## config.mk

```make
export PLATFORM = sky130hd
export DESIGN_NAME = mem_arbiter
export DESIGN_NICKNAME = d
export VERILOG_FILES = /design/src/rtl/mem_arbiter.sv
export SDC_FILE = /design/constraint.sdc
export NUM_CORES = 1
export LEC_CHECK = 0
export CAP_MARGIN = 20
export CORE_MARGIN = 2
export CORE_UTILIZATION = 42
export CTS_BUF_LIST = sky130_fd_sc_hd__clkbuf_4 sky130_fd_sc_hd__clkbuf_8
export DETAILED_ROUTE_END_ITERATION = 6
export GPL_TIMING_DRIVEN = 0
export PLACE_DENSITY = 0.83
export SLEW_MARGIN = 20
export SYNTH_ARGS = -nofsm -noshare
export SYNTH_HDL_FRONTEND = slang
export SYNTH_SLANG_ARGS = --single-unit
```

## constraint.sdc

```tcl
create_clock -name clk -period 2 [get_ports clk]
set_clock_uncertainty 0.05 [all_clocks]
set_input_delay 0.2 -clock clk [delete_from_list [all_inputs] [get_ports clk]]
set_output_delay 0.2 -clock clk [all_outputs]
set_load 0.02 [all_outputs]
```

## src/rtl/mem_arbiter.sv

```systemverilog
// Two-port (fetch/data) arbiter in front of a single fixed-latency memory.
// Optional ARB_ROUND_ROBIN_EN macro replaces fixed data priority with round-robin.
module mem_arbiter #(
  parameter int WAIT_CYCLES = 1
) (
  input  logic        clk,
  input  logic        rst,
  input  logic        if_req,
  input  logic [31:0] if_addr,
  output logic        if_gnt,
  output logic        if_rvalid,
  output logic [31:0] if_rdata,
  input  logic        d_req,
  input  logic        d_we,
  input  logic [2:0]  d_funct3,
  input  logic [31:0] d_addr,
  input  logic [31:0] d_wdata,
  output logic        d_gnt,
  output logic        d_rvalid,
  output logic [31:0] d_rdata,
  output logic        write_mem,
  output logic [2:0]  funct3,
  output logic [31:0] write_address,
  output logic [31:0] write_data,
  output logic [31:0] read_address,
  input  logic [31:0] read_data
);

  typedef enum logic [1:0] {IDLE, READ_WAIT, WRITE} state_t;

  localparam logic [3:0] WAIT_LOAD = 4'(WAIT_CYCLES);
  localparam logic [2:0] F3_WORD   = 3'b010;

  state_t      state, state_nxt;
  logic [3:0]  cnt;
  logic        owner_d;
  logic        pick_d;

`ifdef ARB_ROUND_ROBIN_EN
  logic last_d;
  assign pick_d = d_req && (!if_req || !last_d);
`else
  assign pick_d = d_req;
`endif

  // NOTE: every output of this block gets a default first so no path leaves it unassigned (no latch).
  always_comb begin
    state_nxt = state;
    if_gnt    = 1'b0;
    d_gnt     = 1'b0;
    case (state)
      IDLE: begin
        if (!rst) begin
          if (pick_d) begin
            d_gnt     = 1'b1;
            state_nxt = d_we ? WRITE : READ_WAIT;
          end else if (if_req) begin
            if_gnt    = 1'b1;
            state_nxt = READ_WAIT;
          end
        end
      end
      READ_WAIT: if (cnt <= 4'd1) state_nxt = IDLE;
      WRITE:     state_nxt = IDLE;
      default:   state_nxt = IDLE;
    endcase
  end

  // NOTE: state registers use non-blocking assignments so all flops update from pre-edge values.
  always_ff @(posedge clk) begin
    if (rst) state <= IDLE;
    else     state <= state_nxt;
  end

  always_ff @(posedge clk) begin
    if (rst) begin
      cnt           <= 4'd0;
      owner_d       <= 1'b0;
      read_address  <= 32'd0;
      write_address <= 32'd0;
      write_data    <= 32'd0;
      funct3        <= F3_WORD;
      write_mem     <= 1'b0;
      if_rvalid     <= 1'b0;
      d_rvalid      <= 1'b0;
      if_rdata      <= 32'd0;
      d_rdata       <= 32'd0;
`ifdef ARB_ROUND_ROBIN_EN
      last_d        <= 1'b0;
`endif
    end else begin
      if_rvalid <= 1'b0;
      d_rvalid  <= 1'b0;
      write_mem <= 1'b0;
      if (if_gnt) begin
        read_address <= if_addr;
        funct3       <= F3_WORD;
        cnt          <= WAIT_LOAD;
        owner_d      <= 1'b0;
      end else if (d_gnt) begin
        funct3 <= d_funct3;
        if (d_we) begin
          write_address <= d_addr;
          write_data    <= d_wdata;
          write_mem     <= 1'b1;
        end else begin
          read_address <= d_addr;
          cnt          <= WAIT_LOAD;
          owner_d      <= 1'b1;
        end
      end
      // Memory data is captured on the edge where the countdown expires.
      if (state == READ_WAIT) begin
        cnt <= cnt - 4'd1;
        if (cnt <= 4'd1) begin
          if (owner_d) begin
            d_rdata  <= read_data;
            d_rvalid <= 1'b1;
          end else begin
            if_rdata  <= read_data;
            if_rvalid <= 1'b1;
          end
        end
      end
`ifdef ARB_ROUND_ROBIN_EN
      if (if_gnt || d_gnt) last_d <= d_gnt;
`endif
    end
  end

endmodule

```

; Word level (Yosys, flattened, before mapping)
; Index checks and enable logic that the tools add are counted.
[totals]
ff_bits = 173
input_bits = 136
wordCells = 60
[op_classes]
addsub = 1
order_cmp = 1
eq_ne = 5
mux = 22
bitwise_logic = 6
reduce_logical = 13
[op_table]
columns = operator, n
row1 = 32-bit 2-to-1 mux, 3
row2 = 4-bit 2-to-1 mux, 4
row3 = 1-bit 2-to-1 mux, 10
row4 = 3-bit AND reduction, 3
row5 = 2-bit 2-to-1 mux, 4
row6 = 2-bit AND reduction, 4
row7 = 1-bit inverter, 6
row8 = 3-bit OR reduction, 2
row9 = "4-bit by 1-bit less-or-equal comparator with 1-bit output, second input constant", 1
row10 = "2-bit inequality test, second input constant", 2
row11 = 2-bit case mux with 2 select lines, 1
row12 = "4-bit by 1-bit subtractor with 4-bit output, second input constant", 1
row13 = "3-bit by 2-bit inequality test with 1-bit output, second input constant", 1
row14 = "3-bit inequality test, second input constant", 1
row15 = 3-bit nonzero test, 1
row16 = "2-bit by 1-bit == test with 1-bit output, second input constant", 1
row17 = 2-bit logical NOT, 1
row18 = 2-bit nonzero test, 1
row19 = 2-bit OR reduction, 1

; Depth between registers and ports, before layout
; Gate-level depths: netlist (run 1).
[logic_depth]
word_depth = 6
ltp_mapped = 8
depth_no_buf = 6

; Worst setup path before layout (run 1)
; Ideal clock, no wire load.
[synth_timing]
path_kind = reg2reg
startpoint = reg cnt[0]
endpoint = reg d_rdata[10]
setup_time_ns = 0.132
arrival_ns = 1.476
setup_slack_ns = 0.342
path_stages_with_launch = 9
n_path_buf = 2
period_less_slack_ns = 1.658
path_cell_list = dfxtp_1 inv_1 ha_1 or2_2 and4_1 clkbuf_1 buf_2 nand2_1 a21oi_1
[synth_between]
elab_chain_cells = 2
[synth_rtl]
columns = item, line_no
row1 = "start, declared", 35  ; logic [3:0] cnt;
row2 = "start signal, assigned", 114  ; cnt <= cnt - 4'd1;
row3 = 4-bit by 1-bit less-or-equal comparator with 1-bit output, 115  ; if (cnt <= 4'd1) begin
row4 = 3-bit AND reduction (no source line), n/a
row5 = "end signal, assigned", 117  ; d_rdata <= read_data;
row6 = "end, declared", 20  ; output logic [31:0] d_rdata,
; Every way passes these cells.
; A chain may end at the register's enable or synchronous reset.

; Worst setup path after layout (run 1)
[layout_timing]
startpoint = reg state[0]
endpoint = out if_gnt
[layout_between]
elab_chain_cells = 2
[layout_rtl]
columns = item, line_no
row1 = "start, declared", 34  ; state_t state, state_nxt;
row2 = "start signal, assigned", 72  ; else state <= state_nxt;
row3 = 2-bit logical NOT, 51  ; case (state)
row4 = 1-bit 2-to-1 mux, 51
row5 = "end, declared", 10  ; output logic if_gnt,
; Every way passes these cells.

==> results of run 1 <==
## power breakdown
group	switching (uW)	internal (uW)	leakage, uW
Sequential	113	3650	0.00141
Combinational	799	752	0.00201
Clock	1310	1330	0.000215
## metal layers
| layer | GRT usage (%) | vias to the layer above | share of wire, % |
|---|---|---|---|
| li1 | - | 3275 | - |
| met1 | 29.0 | 3101 | 39 |
| met2 | 44.8 | 272 | 49 |
| met3 | 9.90 | 37 | 8.8 |
| met4 | 8.34 | 2 | 2.3 |
| met5 | 0 | - | 0.061 |
## cell type report
cell class,count,area share [%]
Sequential cell,173,34.5
Multi-Input combinational cell,558,25.0
Timing Repair Buffer,310,30.8
Clock inverter,12,1.61
Inverter,8,0.423
Tap cell,184,2.29
Buffer,58,2.71
Clock buffer,20,2.68
## sequential cells by signal, indices dropped and copies added (netlist names)
name and count:
write_address 32, state 2, if_rvalid 1, owner_d 1
cnt 4, read_address 32, write_data 32, write_mem 1
funct3 3, d_rdata 32, if_rdata 32, d_rvalid 1
## synth_stat cells (2+ instances only)
cell type | n | share of area [%]
nand2b_1 | 3 | 0.30
a21oi_1 | 161 | 13
or2_2 | 2 | 0.20
a31oi_1 | 33 | 3.3
nand2_1 | 324 | 19
nand3_1 | 4 | 0.32
or2_1 | 2 | 0.20
clkbuf_1 | 37 | 2.2
buf_1 | 2 | 0.12
buf_2 | 17 | 1.4
nor3_1 | 5 | 0.40
mux2i_1 | 2 | 0.32
buf_6 | 4 | 0.72
dfxtp_1 | 173 | 55
or4_1 | 2 | 0.24
ha_1 | 2 | 0.40
inv_1 | 5 | 0.30
nor2_1 | 5 | 0.30
## cells by family after synthesis
kind of cell    share of synthesized area [%]
buf+inv                                  4.96
simple gates                             22.2
fa+ha+maj                               0.399
xor+xnor                                0.140
compound gates                           16.8
flops                                    55.2
mux                                     0.319
## worst max-delay path by stage
stage	end	slack [ps]	cells past startpoint
6_report	if_gnt	-3	5
5_1_grt	if_gnt	-60	5
4_1_cts	if_gnt	-70	5
3_5_place_dp	if_gnt	-530	7
3_3_place_gp	if_gnt	-520	7
2_1_floorplan	d_rdata[10]	340	8
## stage by stage
stage	total power, uW	util, %	setup WS, ps
floorplan	4520	-	342
global placement	5350	65.4	-518
detailed placement	5370	65.4	-526
CTS	7980	68.4	-69.3
global route	8270	68.9	-55.5
finish	7950	68.9	-2.75
## critical path: cells and delay by family, from the launching register on
family | cells | cell delay, ps
buffers and inverters | 3 | 300
flip-flops | 1 | 360
AND/OR/NAND/NOR | 2 | 620
## timing repair
item / 4_1_cts / 5_1_grt
endpoints found under the setup margin: 53 / 65
pin swaps: 1 / 2
cloned: 0 / 0
resized for setup: 15 / 13
hold buffers: 0 / 0
buffers inserted: 0 / 7
==> metrics, run 1 <==
Iter 0 DRT Violations=310; worst vdd ir=0.422 mV; WP data required=1750 ps; initial antenna violation count=1; Critical Path Source=state[0]; DP Area=9540 um2; post-route setup TNS=-2.75 ps; pwr dens=791 nW/um2; clock root buffer=clkbuf_8; most frequent cells in the layout=324 x nand2_1, 301 x clkdlybuf4s50_1, 171 x dfxtp_1; total CTS buffers=17; max frequency=499 MHz; FF-to-FF End=read_address[22]; placed instance count=1286; #FFs+latches synth=173; HP Class=in2reg; WL/cell=16.0 um; Mapped Nets=937; global-route wire length before repair=32500 um; crit path time final=2000 ps; DRC Markers=0; final period utilization=100%; Mean Syn Cell Area=7.86 um2; setup ws final=-2.75 ps; Worst Tran Pin Value=624 ps; hold_sp=d_wdata[30]; hold_ws=232 ps; Multi-input gate area=2510 um2; Slew HR=58.4%; Chip Height=126 um; pin count of the biggest net entering global routing=19; failing checks=setup timing; Initial Utilization=43.0%; TritonCTS clock tree=built; number of I/O port buffers=303; r2r worst-path depth=7; Leak Pwr=0.00364 uW; nets=1264; Netlist Area Pre-Place=6280 um2; final antenna-violating net count=0; WHS Path Cells=3; DP HPWL=15800 um; sinks on the clock net=173; Chip Width=126 um; Max-Cap Viols=0; critical-path maximum fanout=8; worst skew pair latency=450 ps; reg-to-reg slack, setup=60 ps; Final Instance Area=10000 um2; non-filler cells, final=1323; DR vias/cell=5.05; Max H-tree Level=4; Fill cells=1246; Synth warnings=0; Setup Viol. Count Final=1; critical path's slowest cell=or3_4; Critical Path End Type=primary output; Area Overhead vs Synth=60.1%; ys flop type=dfxtp_1; total global-route track usage=25.7%; RSZ-0062 raised after global routing=yes; CP peak stage delay=380 ps; FF/Latch Area=3470 um2; Clk pin slew, worst setup/hold paths=90 ps; Seq/Total Area, Yosys=55.2%; vias in the first global route=6275; count of pins over their slew limit=0; cell row count=44; grt ovf=0; critical-path cell list=or3_4 > or2_1 > buf_6 > clkinv_8 > buf_8; status=complete, but fails checks; commonest non-fill, non-tap cell in the layout=nand2_1; Worst EP arrival=1750 ps; ys async rst share=0%; routability congestion estimate from global placement=0.823; Core Region=14600 um2; Routed WL=21200 um; Reg2Reg Launch Point=state[0]; Post-Syn Instances=799; clk buf depth=2; Post-synth EDFFs=0; # diodes=0; vias=6687; TritonRoute pass-1 iters=5; die area=15900 um2; Worst Hold Path EP=write_data[30]; I/O Pins=304; critical path class=reg2out; post-synth cell types=34; critical path launch point type=flop; Hold Fails Final Rpt=0; fraction of layout cells with a size suffix above 1=6.76%
No activity file was read; power rests on OpenSTA's default activity.
==> run 2, diff against run 1 <==
- CELL_PAD_IN_SITES_DETAIL_PLACEMENT: not set -> 2
- CELL_PAD_IN_SITES_GLOBAL_PLACEMENT: not set -> 2
- CORE_UTILIZATION: 42 -> 22
- PLACE_DENSITY: 0.83 -> not set
- PLACE_DENSITY_LB_ADDON: not set -> 0.1
==> metrics, run 2 (same netlist as run 1, synthesis figures left out) <==
status=completed (was complete, but fails checks); non-filler cells, final=1515 (was 1323); Worst EP arrival=1690 ps (was 1750 ps); total CTS buffers=17 (unchanged); Worst Tran Pin Value=616 ps (was 624 ps); reg-to-reg slack, setup=130 ps (was 60 ps); critical path class=reg2out (unchanged); most frequent cells in the layout=324 x nand2_1, 301 x clkdlybuf4s50_1, 169 x dfxtp_1 (was 324 x nand2_1, 301 x clkdlybuf4s50_1, 171 x dfxtp_1); Area Overhead vs Synth=63.0% (was 60.1%); final antenna-violating net count=0 (unchanged); DR vias/cell=4.44 (was 5.05); DP Area=9780 um2 (was 9540 um2); grt ovf=0 (unchanged); Multi-input gate area=2530 um2 (was 2510 um2); WL/cell=17.5 um (was 16.0 um); pin count of the biggest net entering global routing=18 (was 19); worst vdd ir=0.309 mV (was 0.422 mV); Reg power frac=48.2% (was 47.3%); Setup Viol. Count Final=0 (was 1); Fill cells=3222 (was 1246); setup ws final=59.2 ps (was -2.75 ps); fraction of layout cells with a size suffix above 1=7.04% (was 6.76%); TritonRoute pass-1 iters=4 (was 5); WP data required=1750 ps (about the same); Critical Path End Type=primary output (unchanged); nets=1261 (was 1264); Leak Pwr=0.00361 uW (was 0.00364 uW); Iter 0 DRT Violations=172 (was 310); critical-path maximum fanout=5 (was 8); critical-path cell list=or3_4 > or2_4 > clkinv_8 > buf_6 (was or3_4 > or2_1 > buf_6 > clkinv_8 > buf_8); critical path's slowest cell=or3_4 (unchanged); number of I/O port buffers=303 (unchanged); final period utilization=97.0% (was 100%); Final Instance Area=10200 um2 (was 10000 um2); total global-route track usage=17.5% (was 25.7%); Clock Power Share=31.5% (was 33.2%); pwr dens=764 nW/um2 (was 791 nW/um2); worst skew pair latency=460 ps (was 450 ps); global-route wire length before repair=41300 um (was 32500 um); Combinational Power Share=20.3% (was 19.5%); I/O Pins=304 (unchanged); Util after Layout=36.6% (was 68.9%); Clk pin slew, worst setup/hold paths=110 ps (was 90 ps); Slew HR=58.9% (was 58.4%); HP Class=in2reg (unchanged); hold_ws=225 ps (was 232 ps); Core Region=27900 um2 (was 14600 um2); DRC Markers=0 (unchanged); Int Pwr=5370 uW (was 5730 uW); clock root buffer=clkbuf_8 (unchanged); Max H-tree Level=4 (unchanged); TritonCTS clock tree=built (unchanged); sinks on the clock net=173 (unchanged); commonest non-fill, non-tap cell in the layout=nand2_1 (unchanged); placed instance count=1480 (was 1286); cell row count=61 (was 44); Hold Fails Final Rpt=0 (unchanged); Max-Cap Viols=0 (unchanged); dpl ws=-578 ps (was -526 ps); crit path time final=1940 ps (was 2000 ps); die area=29900 um2 (was 15900 um2); critical path launch point type=flop (unchanged); vias=6724 (was 6687); Routed WL=26500 um (was 21200 um); sw power=2440 uW (was 2220 uW); FF/Latch Area=3470 um2 (unchanged); max frequency=515 MHz (was 499 MHz); Initial Utilization=22.5% (was 43.0%); CP peak stage delay=390 ps (was 380 ps); Chip Width=173 um (was 126 um); hold-fix buffers at CTS=0 (unchanged); clk buf depth=2 (unchanged); vias in the first global route=7334 (was 6275); count of pins over their slew limit=0 (unchanged); Sw Share=31.2% (was 27.9%); DP HPWL=20300 um (was 15800 um); Chip Height=173 um (was 126 um); initial antenna violation count=2 (was 1); routability congestion estimate from global placement=0.730 (was 0.823)
[run 2: cell types whose count changed in the layout (fill, tap and decap cells not counted), moves of 2 or more]
| cell | change |
|---|---|
| inv_6 | +5 |
| buf_2 | -3 |
| bufinv_16 | -3 |
| dfxtp_2 | +3 |
| inv_8 | +3 |
| clkinvlp_4 | -2 |
| dfxtp_1 | -2 |
[run 2: what timing repair did]
item                                    CTS  global route
endpoints found under the setup margin  105            84
gates cloned                              0             0
gates resized for setup                  21            14
pin swaps                                 1             2
setup buffers                             2             3
[run 2: area by class of cell]
class,instances,share of cell area [%]
Antenna cell,1,0.0245
Buffer,57,2.65
Clock buffer,19,2.49
Clock inverter,13,1.17
Inverter,8,0.416
Multi-Input combinational cell,558,24.7
Sequential cell,173,33.9
Tap cell,378,4.62
Timing Repair Buffer,308,30.0
[run 2: worst paths after layout]
path,from,endpoint,depth (start not counted)
worst min register to register,write_address[31],write_address[31],2
worst min-delay path,d_wdata[18],write_data[18],3
worst max register to register,state[0],read_address[23],7
worst max-delay path,state[0],if_gnt,4
[run 2: critical path, delay by kind of cell, from the launching register on]
kind                   cells  cell delay [ps]
buffers and inverters      2              170
AND/OR/NAND/NOR            2              700
flip-flops                 1              360
[run 2: power by group through the flow]
stage | logic (uW) | clock network (uW) | registers, uW
2_1_floorplan | 462 | 0 | 4060
3_3_place_gp | 1570 | 0 | 3840
3_5_place_dp | 1590 | 0 | 3850
4_1_cts | 1610 | 2580 | 3770
5_1_grt | 1730 | 2720 | 3800
6_report | 1590 | 2460 | 3770
[run 2: routing by layer]
metal	global-route usage [%]	part of all wire, %	vias to the layer above	routed length [um]
met5	0	0.045	-	12
met4	3.18	0.95	2	251
met3	7.04	7.8	17	2070
met2	31.1	50	177	13200
met1	20.0	41	3260	11000
li1	-	-	3268	-
[run 2: metrics by stage]
stage / TNS (ps) / total power [uW]
after CTS: -35.4 / 7960
after global placement: -39490 / 5410
after detailed placement: -44480 / 5440
after global routing: -12.7 / 8240
after floorplan: 0 / 4520
final: 0 / 7820
==> run 3, diff against run 2 <==
- SLEW_MARGIN: 20 -> 25
==> results of run 3 <==
Same layout as run 2: the final DEF is identical, and so are final timing and power.
